==> src/rtl/crc8_stream_arbiter.sv <==
// Round-robin, packet-granular sharing of one MSB-first bit-serial CRC-8 engine among NUM_REQ byte streams.
// 9 cycles per byte (1 fetch + 8 shift); a stalled granted stream holds the engine and other requesters wait.
module crc8_stream_arbiter #(
  parameter int unsigned NUM_REQ = 4,
  parameter int unsigned ID_W    = 2,
  parameter logic [7:0]  POLY    = 8'h07,
  parameter logic [7:0]  INIT    = 8'h00
) (
  input  logic                 clk,
  input  logic                 rst_n,
  input  logic [NUM_REQ-1:0]   req_valid,
  input  logic [8*NUM_REQ-1:0] req_data,
  input  logic [NUM_REQ-1:0]   req_last,
  output logic [NUM_REQ-1:0]   req_ready,
  output logic [7:0]           crc_out,
  output logic                 crc_valid,
  output logic [ID_W-1:0]      crc_id,
  output logic                 busy
);

  typedef enum logic [1:0] {
    ST_IDLE  = 2'd0,
    ST_FETCH = 2'd1,
    ST_SHIFT = 2'd2,
    ST_DONE  = 2'd3
  } state_t;

  state_t          state_q, state_d;
  logic [ID_W-1:0] grant_q, grant_d;
  logic [ID_W-1:0] last_grant_q, last_grant_d;
  logic [ID_W-1:0] crc_id_q, crc_id_d;
  logic [7:0]      crc_q, crc_d;
  logic [7:0]      shreg_q, shreg_d;
  logic [7:0]      crc_out_q, crc_out_d;
  logic [2:0]      cnt_q, cnt_d;
  logic            last_flag_q, last_flag_d;

  logic            sel_valid;
  logic            sel_last;
  logic [7:0]      sel_data;
  logic            arb_any;
  logic [ID_W-1:0] arb_idx;
  logic            fb;
  logic [7:0]      crc_step;

  // Byte-stream signals of the currently granted requester
  always_comb begin
    sel_valid = 1'b0;
    sel_last  = 1'b0;
    sel_data  = 8'h00;
    for (int i = 0; i < int'(NUM_REQ); i++) begin
      if (grant_q == ID_W'(i)) begin
        sel_valid = req_valid[i];
        sel_last  = req_last[i];
        sel_data  = req_data[8*i +: 8];
      end
    end
  end

  // Lowest index above last_grant wins; otherwise wrap to the lowest index overall.
  always_comb begin
    arb_any = |req_valid;
    arb_idx = '0;
    for (int i = int'(NUM_REQ) - 1; i >= 0; i--) begin
      if (req_valid[i]) arb_idx = ID_W'(i);
    end
    for (int i = int'(NUM_REQ) - 1; i >= 0; i--) begin
      if (req_valid[i] && (i > int'(last_grant_q))) arb_idx = ID_W'(i);
    end
  end

  always_comb begin
    fb       = crc_q[7] ^ shreg_q[7];
    crc_step = {crc_q[6:0], 1'b0} ^ (fb ? POLY : 8'h00);
  end

  always_ff @(posedge clk or negedge rst_n) begin
    if (!rst_n) begin
      state_q <= ST_IDLE;
    end else begin
      state_q <= state_d;
    end
  end

  always_comb begin
    state_d = state_q;
    case (state_q)
      ST_IDLE:  if (arb_any) state_d = ST_FETCH;
      ST_FETCH: if (sel_valid) state_d = ST_SHIFT;
      ST_SHIFT: if (cnt_q == 3'd7) state_d = last_flag_q ? ST_DONE : ST_FETCH;
      ST_DONE:  state_d = ST_IDLE;
      default:  state_d = ST_IDLE;
    endcase
  end

  always_comb begin
    req_ready = '0;
    for (int i = 0; i < int'(NUM_REQ); i++) begin
      if ((state_q == ST_FETCH) && (grant_q == ID_W'(i))) req_ready[i] = req_valid[i];
    end
    crc_valid = (state_q == ST_DONE);
    busy      = (state_q != ST_IDLE);
  end

  assign crc_out = crc_out_q;
  assign crc_id  = crc_id_q;

  always_comb begin
    grant_d      = grant_q;
    last_grant_d = last_grant_q;
    crc_d        = crc_q;
    shreg_d      = shreg_q;
    cnt_d        = cnt_q;
    last_flag_d  = last_flag_q;
    crc_out_d    = crc_out_q;
    crc_id_d     = crc_id_q;
    case (state_q)
      ST_IDLE: begin
        if (arb_any) begin
          grant_d = arb_idx;
          crc_d   = INIT;
        end
      end
      ST_FETCH: begin
        if (sel_valid) begin
          shreg_d     = sel_data;
          last_flag_d = sel_last;
          cnt_d       = 3'd0;
        end
      end
      ST_SHIFT: begin
        crc_d   = crc_step;
        shreg_d = {shreg_q[6:0], 1'b0};
        cnt_d   = cnt_q + 3'd1;
        // Result registers load on the way into DONE so they are valid during the pulse and hold afterwards.
        if ((cnt_q == 3'd7) && last_flag_q) begin
          crc_out_d = crc_step;
          crc_id_d  = grant_q;
        end
      end
      ST_DONE: begin
        last_grant_d = grant_q;
      end
      default: begin
        grant_d = grant_q;
      end
    endcase
  end

  always_ff @(posedge clk or negedge rst_n) begin
    if (!rst_n) begin
      grant_q      <= '0;
      last_grant_q <= ID_W'(NUM_REQ - 1);
      crc_q        <= INIT;
      shreg_q      <= 8'h00;
      cnt_q        <= 3'd0;
      last_flag_q  <= 1'b0;
      crc_out_q    <= 8'h00;
      crc_id_q     <= '0;
    end else begin
      grant_q      <= grant_d;
      last_grant_q <= last_grant_d;
      crc_q        <= crc_d;
      shreg_q      <= shreg_d;
      cnt_q        <= cnt_d;
      last_flag_q  <= last_flag_d;
      crc_out_q    <= crc_out_d;
      crc_id_q     <= crc_id_d;
    end
  end

endmodule

==> config.mk <==
export PLATFORM = sky130hd
export DESIGN_NAME = crc8_stream_arbiter
export DESIGN_NICKNAME = d
export VERILOG_FILES = /design/src/rtl/crc8_stream_arbiter.sv
export SDC_FILE = /design/constraint.sdc
export NUM_CORES = 1
export LEC_CHECK = 0
export ABC_AREA = 1
export ABC_CLOCK_PERIOD_IN_PS = 3700
export CAP_MARGIN = 0
export CORE_MARGIN = 1.5
export CORE_UTILIZATION = 45
export DETAILED_ROUTE_END_ITERATION = 8
export PLACE_DENSITY_LB_ADDON = 0.12
export SLEW_MARGIN = 10
export SYNTH_ARGS = -nofsm -noshare
export SYNTH_HDL_FRONTEND = slang
export SYNTH_SLANG_ARGS = --single-unit
==> constraint.sdc <==
create_clock -name clk -period 3.7 [get_ports clk]
set_clock_uncertainty 0.1 [all_clocks]
set_input_delay 1.11 -clock clk [delete_from_list [all_inputs] [get_ports clk]]
set_output_delay 1.11 -clock clk [all_outputs]
set_load 0.01 [all_outputs]
Yosys cells after proc, flatten, opt, wreduce, memory -nomap -nowiden
Index checks and enable logic that the tools add are counted.
Cells by class
  add/subtract/negate cells: 1
  magnitude comparators: 3
  equal/unequal tests: 10
  multiplexer cells: 35
  bitwise logic cells: 2
  reduce and logical (&&, ||, !) cells: 20
Operators with widths (number)
  2-to-1 mux 8 bit: 6
  case mux 8 bit (2 select lines): 2
  2-to-1 mux 2 bit: 11
  2-to-1 mux 1 bit: 12
  AND reduction 2 bit: 5
  == test 2 bit (second input constant): 4
  logical AND 1 bit: 8
  case mux 2 bit (4 select lines): 1
  bitwise XOR 8 x 3 -> 8 bit: 1
  2-to-1 mux 3 bit: 2
  != test 2 bit (second input constant): 3
  case mux 3 bit (2 select lines): 1
  nonzero test 2 bit: 3
  == test 2 x 1 -> 1 bit (second input constant): 2
  > comparator 2 bit (first input constant): 2
  zero test 2 bit: 2
  OR reduction 4 bit: 1
  adder 3 x 1 -> 3 bit (second input constant): 1
  == test 3 bit (second input constant): 1
  AND reduction 3 bit: 1
  > comparator 1 x 2 -> 1 bit (first input constant): 1
  bitwise XOR 1 bit: 1
Storage, ports and cells
  register bits after elaboration: 36
  input bits: 42
  output and inout port bits: 16

Longest topological paths before layout
Gate-level depths: netlist of the first run.
  depth after elaboration: 7
  mapped depth: 8
  depth with buffers taken out: 8

Least setup slack after synthesis of the first run
Ideal clock, no wire load.
  path type: input to output
  from: input port req_valid[3]
  to: output port req_ready[3]
  arrival: 1.417 ns
  data required time: 2.490 ns
  path slack: 1.073 ns
  cell stages on the path: 2
  buffers on the path: 0
  path through: nand3_1 -> nor2_1
On the way
  longest elaborated chain between the ends: 1
RTL lines
  from (decl): line 11  | input logic [NUM_REQ-1:0] req_valid,
  2-to-1 mux 1 bit: line 99  | if ((state_q == ST_FETCH) && (grant_q == ID_W'(i))) req_ready[i] = req_valid[i];
  to (decl): line 14  | output logic [NUM_REQ-1:0] req_ready,
Every way passes these cells.

Worst setup path in the final report of the first run
Ends and elaborated chain as after synthesis.

==> key figures, run 1 <==
Worst setup path
  • Most used cell, CP: clkdlybuf4s50_1
  • WP buf/inv: 2
  • Slowest library cell on the worst path: clkdlybuf4s50_1
  • Worst endpoint required time: 2490 ps
  • Critical path type: in2out
  • Worst-path fanout max: 2
  • Worst path depth: 4
  • CP top delay family: buffers and inverters
  • Critical Path Sink Type: primary output
  • Crit-path cells: clkdlybuf4s50_1 -> nand3_1 -> nor2_1 -> clkdlybuf4s50_1
  • Slowest stage delay, CP: 540 ps
  • Crit path launch type: input pin
  • R2R cell count: 7
  • Arrival time worst endpoint: 2400 ps

Clocking
  • Setup Fix Bufs, Post-CTS: 0
  • Clk_lat worst skew: 290 ps
  • Post-CTS Hold Buffers: 0
  • CTS tree: yes
  • CTS resizes: 0
  • H-tree Lvls: 2
  • Clock slew at reported path FFs: 70 ps
  • Maximum clock path buffer count: 2
  • Clk sinks: 36
  • Cts bufs inserted: 5
  • Root buffer cell: clkbuf_8

Status
  • Status: finished clean

Logic synthesis
  • Synthesis warning total: 0
  • Mapped Cells: 253
  • Synth cell types: 26
  • #FFs+latches synth: 36
  • Syn Std Cell Area: 1970 um^2
  • Seq/Total Area, Yosys: 0.459
  • Net Count, Synth: 297
  • Avg Cell Area, Syn: 7.78 um^2

Floorplan
  • Starting Density: 0.478
  • Die W: 69.1 um
  • Core ar.: 4120 um^2
  • Ports: 58
  • Row Count: 23
  • Die Ht: 69.1 um
  • Total die area: 4780 um^2

STA
  • Fin crit share: 0.974
  • Max-slew headroom: 0.527
  • F_max: 277 MHz
  • Final hold vios: 0
  • Setup TNS: 0 ps
  • Tmin final: 3610 ps
  • RSZ-0062 raised after global routing: no
  • Slew Limit Fails: 0
  • Final setup viols: 0
  • Worst-margin pin slew: 710 ps

Final layout
  • Filler cell count: 386
  • Layout cells sized above 1: 0.112
  • Diodes inserted: 0
  • Area occupied by multi-input gates: 925 um^2
  • Area Overhead vs Synth: 36.2%
  • Layout Nets: 356
  • Layout Cells excl Fill: 363
  • Reg area: 903 um^2

Hold path
  • Worst Hold Depth: 2
  • Hold crit path type: reg2reg

Global routing
  • Total gr overflow: 0
  • Largest net degree at the start of global routing: 37
  • Number of global-route vias before repair: 1735
  • First-pass GRT wire length: 7560 um
  • Initial antenna violation count: 0
  • Total GRT Usage: 0.195

Power and ir drop
  • Power density over the cells: 670 nW/um^2
  • Peak supply drop: 389 uV
  • Leakage: 1.25 nW

Routing
  • Vias: 1869
  • DRC: 0
  • Routed Antenna Nets: 0
  • Drt total wl: 4350 um
  • First-pass iteration count of the detailed router: 4
  • Via/cell ratio: 5.15
  • DR WL/cell: 12.0 um
  • First-iteration detailed-routing DRC count: 131

Placement
  • Final HPWL DP: 3260 um
  • Port bufs: 57
  • GP Congestion: 0.764
  • Cells after DPL: 355

Flow run
  • Maxcap violations: 0
cell usage after synthesis:
master | count | share of area
buf_6 | 3 | 0.017
buf_1 | 1 | 0.0019
inv_4 | 1 | 0.0032
buf_2 | 5 | 0.013
nand3_2 | 2 | 0.010
o22ai_1 | 5 | 0.016
nor2_1 | 8 | 0.015
nand4_1 | 1 | 0.0032
nor3_1 | 1 | 0.0025
nand4_2 | 1 | 0.0064
or2_2 | 9 | 0.029
a21oi_1 | 5 | 0.013
nand2_1 | 72 | 0.14
xnor2_1 | 1 | 0.0045
a31oi_1 | 1 | 0.0032
ha_1 | 2 | 0.013
inv_2 | 3 | 0.0057
o21ai_0 | 29 | 0.074
nand3_1 | 44 | 0.11
dfrtp_1 | 34 | 0.43
clkbuf_1 | 1 | 0.0019
dfstp_2 | 2 | 0.027
xor2_1 | 2 | 0.0089
nor2_8 | 1 | 0.010
nand2_2 | 4 | 0.013
inv_1 | 15 | 0.029
cells in the final DEF (no fill, tap or decap), drive strengths merged:
master / count
bufinv: 1
a31oi: 1
o21ai: 29
a21oi: 5
buf: 5
nor2: 9
nand2: 76
nand4: 2
dfrtp: 34
ha: 2
clkdlybuf4s50: 57
inv: 19
xor2: 2
or2: 9
nor3: 1
xnor2: 1
dfstp: 2
clkinv: 1
nand3: 46
o22ai: 5
clkbuf: 6
metrics by stage:
stage                     area [um^2]  worst slack, ps  hold slack [ps]  total power (W)   util
final                            2680             94.9              384          0.00180  0.651
after global routing             2680             28.7              423          0.00196  0.651
after CTS                        2680             95.8              389          0.00182  0.651
after detailed placement         2570             98.9              372          0.00148  0.625
after global placement           2570              106              364          0.00145  0.625
after floorplan                  1970             1070              353          0.00126      -
metal layers:
metal / global-route usage / part of all wire
met1: 0.232 / 0.44
met2: 0.344 / 0.49
met3: 0.0453 / 0.059
met4: 0.0654 / 0.0092
met5: 0 / 0
power breakdown:
part           internal [W]  switching, W
clock              0.000200      0.000136
sequential         0.000519      0.000131
combinational      0.000325      0.000484
total               0.00104      0.000751
final cells by class:
class | instances | area share
Timing Repair Buffer | 62 | 0.227
Clock inverter | 2 | 0.0131
Sequential cell | 36 | 0.337
Clock buffer | 6 | 0.0271
Tap cell | 50 | 0.0233
Inverter | 19 | 0.0275
Multi-Input combinational cell | 188 | 0.345
worst register-to-register path: stages, from the launching register on:
cell and delay, ps:
dfrtp_1 800, inv_2 210, nand3_2 140, nand4_2 140, nand2_2 240, nand2_2 160
nand2_1 110, nand2_1 50
registers in the layout, summed over array words and instances (netlist names):
name / count
crc_q: 8
crc_id: 2
state_q: 2
last_flag_q: 1
last_grant_q: 2
cnt_q: 3
crc_out: 8
grant_q: 2
shreg_q: 8
cell families (layout without fill, tap and decap cells):
group,after synthesis,after routing,share of synthesized area
AND/OR/NAND/NOR,143,143,0.338
buffers and inverters,29,89,0.0712
adder cells (fa/ha/maj),2,2,0.0127
flip-flops,36,36,0.459
AO/OA/AOI/OAI,40,40,0.106
XOR/XNOR,3,3,0.0134
path summary, 6_finish.rpt:
path                               from         endpoint  slack, ps
setup / recovery           req_valid[3]     req_ready[3]         90
hold / removal                crc_id[1]        crc_id[1]        380
setup reg to reg             grant_q[0]       shreg_q[5]       1640
hold reg to reg               crc_id[1]        crc_id[1]        380
max in group asynchronous         rst_n  last_grant_q[0]       2030
min in group asynchronous         rst_n       grant_q[0]       1140
No activity file was read; power rests on OpenSTA's default activity.
==> inputs of run 2 (changes only) <==
--- a/config.mk
+++ b/config.mk
@@ -7,7 +7,6 @@
 export LEC_CHECK = 0
 export ABC_AREA = 1
 export ABC_CLOCK_PERIOD_IN_PS = 3700
-export CAP_MARGIN = 0
 export CORE_MARGIN = 1.5
 export CORE_UTILIZATION = 45
 export DETAILED_ROUTE_END_ITERATION = 8
==> results of run 2 <==
Final layout, timing and power as in run 1 (identical DEF).
